==> config.mk <==
export PLATFORM = sky130hd
export DESIGN_NAME = uart_tx_engine
export DESIGN_NICKNAME = d
export VERILOG_FILES = /design/src/rtl/uart_tx_engine.sv
export SDC_FILE = /design/constraint.sdc
export NUM_CORES = 1
export LEC_CHECK = 0
export CAP_MARGIN = 20
export CORE_MARGIN = 2
export CORE_UTILIZATION = 35
export CTS_BUF_LIST = sky130_fd_sc_hd__clkbuf_8 sky130_fd_sc_hd__clkbuf_16
export CTS_CLUSTER_SIZE = 8
export DETAILED_ROUTE_END_ITERATION = 8
export DONT_BUFFER_PORTS = 1
export RECOVER_POWER = 25
export SLEW_MARGIN = 20
export SYNTH_ARGS = -nofsm -noshare
export SYNTH_HDL_FRONTEND = slang
export SYNTH_SLANG_ARGS = --single-unit
==> constraint.sdc <==
create_clock -name clk -period 2.2 [get_ports clk]
set_clock_uncertainty 0.1 [all_clocks]
set_input_delay 0.33 -clock clk [delete_from_list [all_inputs] [get_ports clk]]
set_output_delay 0.33 -clock clk [all_outputs]
set_load 0.01 [all_outputs]
==> src/rtl/uart_tx_engine.sv <==
// UART transmit serializer: drains a first-word-fall-through TX FIFO and shifts
// 16550-style frames (5-8 data bits, optional parity, 1/1.5/2 stop) onto tx.
module uart_tx_engine #(
   parameter int OVS = 16
) (
   input  logic       clk,
   input  logic       rst,
   input  logic       baud_pulse,
   input  logic [1:0] wls,
   input  logic       stb,
   input  logic       pen,
   input  logic       eps,
   input  logic       sticky_par,
   input  logic       set_break,
   input  logic       fifo_empty,
   input  logic [7:0] fifo_dout,
   output logic       fifo_pop,
   output logic       tx,
   output logic       busy,
   output logic       temt
);

   localparam int TW = $clog2(OVS);
   localparam int SW = $clog2(2 * OVS) + 1;

   typedef enum logic [2:0] {
      IDLE   = 3'd0,
      START  = 3'd1,
      DATA   = 3'd2,
      PARITY = 3'd3,
      STOP   = 3'd4
   } state_t;

   state_t          state_r, state_n;
   logic [TW-1:0]   tick_cnt_r, tick_cnt_n;
   logic [2:0]      bit_cnt_r, bit_cnt_n;
   logic [SW-1:0]   stop_len_r, stop_len_n;
   logic [SW-1:0]   stop_cnt_r, stop_cnt_n;
   logic [7:0]      shift_r, shift_n;
   logic [1:0]      wls_r, wls_n;
   logic            pen_r, pen_n;
   logic            par_bit_r, par_bit_n;
   logic            tx_r, tx_n;
   logic            pop_r, pop_n;
   logic            busy_r, busy_n;
   logic            load_s;
   logic            tick_last_s;
   logic            stop_last_s;

   // Parity over the transmitted bits only; bits above 5+w are masked off.
   function automatic logic par_calc(input logic [7:0] d, input logic [1:0] w,
                                     input logic e, input logic s);
      logic [7:0] m;
      logic       x;
      m = 8'hFF >> (2'd3 - w);
      x = ^(d & m);
      if (s) begin
         par_calc = ~e;
      end else if (e) begin
         par_calc = x;
      end else begin
         par_calc = ~x;
      end
   endfunction

   function automatic logic [SW-1:0] stop_ticks(input logic s, input logic [1:0] w);
      if (!s) begin
         stop_ticks = SW'(OVS);
      end else if (w == 2'd0) begin
         stop_ticks = SW'(OVS + OVS / 2);
      end else begin
         stop_ticks = SW'(2 * OVS);
      end
   endfunction

   assign tick_last_s = (tick_cnt_r == TW'(OVS - 1));
   assign stop_last_s = (stop_cnt_r == (stop_len_r - SW'(1)));

   // Next-state, counter and output-register computation.
   always_comb begin
      state_n    = state_r;
      tick_cnt_n = tick_cnt_r;
      bit_cnt_n  = bit_cnt_r;
      stop_len_n = stop_len_r;
      stop_cnt_n = stop_cnt_r;
      shift_n    = shift_r;
      wls_n      = wls_r;
      pen_n      = pen_r;
      par_bit_n  = par_bit_r;
      tx_n       = tx_r;
      pop_n      = 1'b0;
      busy_n     = busy_r;
      load_s     = 1'b0;
      if (baud_pulse) begin
         case (state_r)
            IDLE: begin
               if (!fifo_empty) begin
                  load_s = 1'b1;
               end else begin
                  state_n = IDLE;
               end
            end
            START: begin
               if (tick_last_s) begin
                  state_n    = DATA;
                  tick_cnt_n = '0;
                  tx_n       = shift_r[0];
               end else begin
                  tick_cnt_n = tick_cnt_r + TW'(1);
               end
            end
            DATA: begin
               if (tick_last_s) begin
                  tick_cnt_n = '0;
                  if (bit_cnt_r == ({1'b0, wls_r} + 3'd4)) begin
                     bit_cnt_n = 3'd0;
                     if (pen_r) begin
                        state_n = PARITY;
                        tx_n    = par_bit_r;
                     end else begin
                        state_n    = STOP;
                        tx_n       = 1'b1;
                        stop_cnt_n = '0;
                     end
                  end else begin
                     shift_n   = shift_r >> 1;
                     bit_cnt_n = bit_cnt_r + 3'd1;
                     tx_n      = shift_r[1];
                  end
               end else begin
                  tick_cnt_n = tick_cnt_r + TW'(1);
               end
            end
            PARITY: begin
               if (tick_last_s) begin
                  state_n    = STOP;
                  tick_cnt_n = '0;
                  stop_cnt_n = '0;
                  tx_n       = 1'b1;
               end else begin
                  tick_cnt_n = tick_cnt_r + TW'(1);
               end
            end
            STOP: begin
               if (stop_last_s) begin
                  stop_cnt_n = '0;
                  if (!fifo_empty) begin
                     load_s = 1'b1;
                  end else begin
                     state_n = IDLE;
                     busy_n  = 1'b0;
                  end
               end else begin
                  stop_cnt_n = stop_cnt_r + SW'(1);
               end
            end
            default: begin
               state_n = IDLE;
               tx_n    = 1'b1;
               busy_n  = 1'b0;
            end
         endcase
         // Load event: shared by IDLE and the final STOP tick for gapless frames.
         if (load_s) begin
            shift_n    = fifo_dout;
            wls_n      = wls;
            pen_n      = pen;
            par_bit_n  = par_calc(fifo_dout, wls, eps, sticky_par);
            stop_len_n = stop_ticks(stb, wls);
            tick_cnt_n = '0;
            bit_cnt_n  = 3'd0;
            stop_cnt_n = '0;
            state_n    = START;
            tx_n       = 1'b0;
            pop_n      = 1'b1;
            busy_n     = 1'b1;
         end else begin
            pop_n = 1'b0;
         end
      end else begin
         pop_n = 1'b0;
      end
   end

   // State and datapath registers.
   always_ff @(posedge clk or posedge rst) begin
      if (rst) begin
         state_r    <= IDLE;
         tick_cnt_r <= '0;
         bit_cnt_r  <= 3'd0;
         stop_len_r <= '0;
         stop_cnt_r <= '0;
         shift_r    <= 8'd0;
         wls_r      <= 2'd0;
         pen_r      <= 1'b0;
         par_bit_r  <= 1'b0;
         tx_r       <= 1'b1;
         pop_r      <= 1'b0;
         busy_r     <= 1'b0;
      end else begin
         state_r    <= state_n;
         tick_cnt_r <= tick_cnt_n;
         bit_cnt_r  <= bit_cnt_n;
         stop_len_r <= stop_len_n;
         stop_cnt_r <= stop_cnt_n;
         shift_r    <= shift_n;
         wls_r      <= wls_n;
         pen_r      <= pen_n;
         par_bit_r  <= par_bit_n;
         tx_r       <= tx_n;
         pop_r      <= pop_n;
         busy_r     <= busy_n;
      end
   end

   assign tx       = tx_r & ~set_break;
   assign fifo_pop = pop_r;
   assign busy     = busy_r;
   assign temt     = (state_r == IDLE) & fifo_empty;

endmodule

==> summary.md <==
Synthesis handed over a netlist of 194 instances. Headroom to the max-slew limit came out at 43.6%. The cell family contributing the most delay on the critical path was compound AO/OA/AOI/OAI gates. The number of antenna diodes in the final layout is 0. The worst hold path belongs to the class primary input to flip-flop. Entering global routing, the biggest net connects 35 pins.

Max-cap violations in this run came to 0. met2 is the most crowded layer. dfrtp_1 takes more of the synthesized area than any other cell. The critical path is of the flip-flop to flip-flop type. The run gives 0 as the Yosys warning count. The most common cell in the synthesized netlist was dfrtp_1.

The post-synthesis average cell area is 10.1 um2. The tools report the count of final max-slew check failures as 0. Setup violations remaining at the end of the flow were counted as 0. The most used flip-flop cell after synthesis is dfrtp_1. The tools report the critical path startpoint category as a flip-flop. The finished cells cover 2270 um2. The average wire per cell in the routed design is 14.8 um, and the worst slack at placement is 23.6 ps. In this run the biggest area consumer among cell types represents 42.1% of the synthesized area. During I/O placement, the number of pins put on the boundary was 23. The area of the die came out at 6220 um2.

After synthesis the cells add up to 1960 um2. The clock tree synthesis step divided the H-tree into 2 levels. The latest clock arrival within the worst-skew pair came out at 290 ps. The placeable core area is 5470 um2.

The detail route stage leaves a number of antenna-violating nets equal to 0. Among all stages on the critical path, the largest delay is contributed by o41a_1. CTS placed an instance of clkbuf_8 at the clock tree root. The first global-routing pass estimated 7.01 mm of wire. For the pin with the worst max-slew slack, the measured transition is 846 ps. The final route contains 1543 vias. In the global route stage, met3 resource usage came out at 3.98%. Cells with a size suffix above 1 make up 17.9% of the layout. The worst path in the final design needs a cycle of 2150 ps, including I/O delays and setup. TritonCTS built the clock tree.

Walking the worst path, the cells encountered are inv_1 -> ha_4 -> xnor2_2 -> o41a_1 -> nand2b_4 -> a21o_1 -> mux2_4. The tools report the final count of hold timing violations as 0. The die is 78.9 um wide. The synthesis-stage register bit count works out to 34.

After clock tree synthesis, the clock-pin slew on the worst setup and hold paths is 70 ps. Setup repair after global routing left no endpoint under its margin. Met2 global-route usage: 21.2%.

Counting the fill cells in the layout gives 564. The worst stage delay on the critical path works out to 450 ps. Compared with the post-synthesis result, the final layout area differs by 15.8%.

The number of nets handed over by synthesis was 217. Of the synthesized area, sequential elements account for 43.4%. The number of buffer and inverter stages on the critical path came out at 1. The tools report the required time at the endpoint of the critical path as 2270 ps. The number of distinct library cell variants in the gate-level netlist after synthesis was 54; the count of buffers inserted at the top-level ports was 0. Number of antenna violations at the first check in global routing: 0.

By count the netlist is led by dfrtp_1 (33), nand2_1 (16), a22o_1 (15). The worst voltage drop across the vdd grid was 0.372 mV; the share of synthesized flip-flops with an asynchronous set or reset was 100%. The run gives 14.6% as the global router's overall resource usage.

The design draws 2.46 mW. The run gives 2130 um2 as the instance area after placement. Of the available clock period, the critical path in the final layout requires 97.7%.

Detailed placement ended at an HPWL of 3.07 mm. For this run the aggregate overflow at the end of global routing stands at 0. The run finished with clean final reports.

The die is 78.9 um tall. The run gives 0 as the total DRC errors in the routed layout. The run gives 50.4 ps as the final critical-path setup slack. Static timing analysis puts the maximum clock frequency at 0.465 GHz. After synthesis, the cell types taking the most area are dfrtp_1 (42%), a22o_1 (6.7%), nand2_1 (3.1%), xnor2_1 (2.7%), ha_1 (2.5%). In this run, the number of DRC markers left after iteration 0 of detailed routing was 77. For the number of iterations in the first detailed-routing pass, the log shows 4. The number of global-route vias before repair is 1438. Of all nets on the critical path, the largest fanout is 4. In this run the power density over the cells is 1080 nW/um2. The synthesized design contains 0 enable-type register cells. Cell leakage power: 1.04 nW.

The total number of nets in the final design is 234. TritonCTS created 5 clock buffers. The arrival time at the worst endpoint came out at 2220 ps. Counting every sink on the clock net gives 34. The clock passes through at most 2 buffers.

The starting density of the core is 35.9%, and the weighted congestion at the end of routability-driven global placement is 0.828. Using the TritonRoute via totals, the vias-per-cell ratio works out to 5.43. The tools report the aggregate negative setup slack as 0 ps. The endpoint class of the critical path is a flip-flop.

For the met1 track utilization from global routing, the log shows 20.3%. In this run the core area contains 27 standard-cell rows. For this block, the routed nets add up to 4.21 mm of wire.
[layer usage]
layer	part of all wire (%)	routed length, um	up-vias
met5	0	0	-
met4	1.9	81	0
met3	4.5	189	7
li1	-	-	759
met1	49	2070	742
met2	44	1870	35
[worst reg2reg max path: stages, from the launching register on]
cell and delay [ps]:
dfrtp_1 360, inv_1 120, ha_4 220, xnor2_2 150, o41a_1 450, nand2b_4 160, a21o_1 180, mux2_4 290
[repair_timing]
action | in CTS | in global routing
hold buffers | 1 | 0
resized for setup | 0 | 4
hold endpoints to repair | 33 | 0
buffers inserted | 0 | 1
setup endpoints to repair | 0 | 19
[per-stage QoR]
step | std cells | hold slack (ps) | util [%]
2_1_floorplan | 194 | 335 | -
3_3_place_gp | 274 | 246 | 38.9
3_5_place_dp | 274 | 254 | 38.9
4_1_cts | 283 | 40.5 | 41.1
5_1_grt | 284 | 40.3 | 41.5
6_report | 284 | 51.2 | 41.5
[logic make-up (layout without fill, tap and decap cells)]
| group | count (synthesis) | after routing | synth area share (%) |
|---|---|---|---|
| compound gates | 63 | 63 | 24.1 |
| simple gates | 63 | 63 | 18.0 |
| flops | 34 | 34 | 43.4 |
| buf+inv | 16 | 34 | 3.70 |
| xor+xnor | 11 | 11 | 6.37 |
| fa+ha+maj | 4 | 4 | 2.55 |
| mux | 3 | 3 | 1.85 |
[state kept, by name, summed over array words and instances, names as in the netlist]
signal and count:
shift_r 8, stop_cnt_r 6, tick_cnt_r 4, bit_cnt_r 3
state_r 3, stop_len_r 3, wls_r 2, busy 1
fifo_pop 1, par_bit_r 1, pen_r 1, tx_r 1
[where the power goes]
group	internal, mW	switching (mW)
sequential	0.851	0.208
clock	0.316	0.227
combinational	0.471	0.384
total	1.64	0.819
[cell type report]
class                   instances  area, um2  area share [%]
multi-input cells             144       1060            46.6
inverters                       9       33.8            1.49
flip-flops and latches         34        852            37.5
well taps                      72       90.1            3.96
clock buffers                   8        110            4.84
repair buffers                 17        128            5.61
[cell usage in the layout, fill, tap and decap left out, types with 4 or more instances in the layout]
master and n:
xnor2_1 5, inv_1 7, dfrtp_1 33, clkbuf_8 8, a21oi_1 5, nand3_1 9, a22o_1 15, nand2_1 16
nor2_1 6, o21ai_0 5, o21ai_1 8, nor2b_1 5, o31ai_1 5, buf_4 15, a21o_1 6, nor3_1 4
[path summary, 6_finish.rpt]
kind / to / slack [ps] / startpoint / cells past startpoint
worst max-delay path: state_r[0] / 50 / stop_len_r[4] / 7
worst min-delay path: wls_r[1] / 50 / wls[1] / 2
worst max register to register: state_r[0] / 50 / stop_len_r[4] / 7
worst min register to register: wls_r[1] / 400 / wls_r[1] / 2
max in group asynchronous: state_r[0] / 830 / rst / 3
min in group asynchronous: tick_cnt_r[0] / 630 / rst / 3
(Power assumes the default switching activity.)
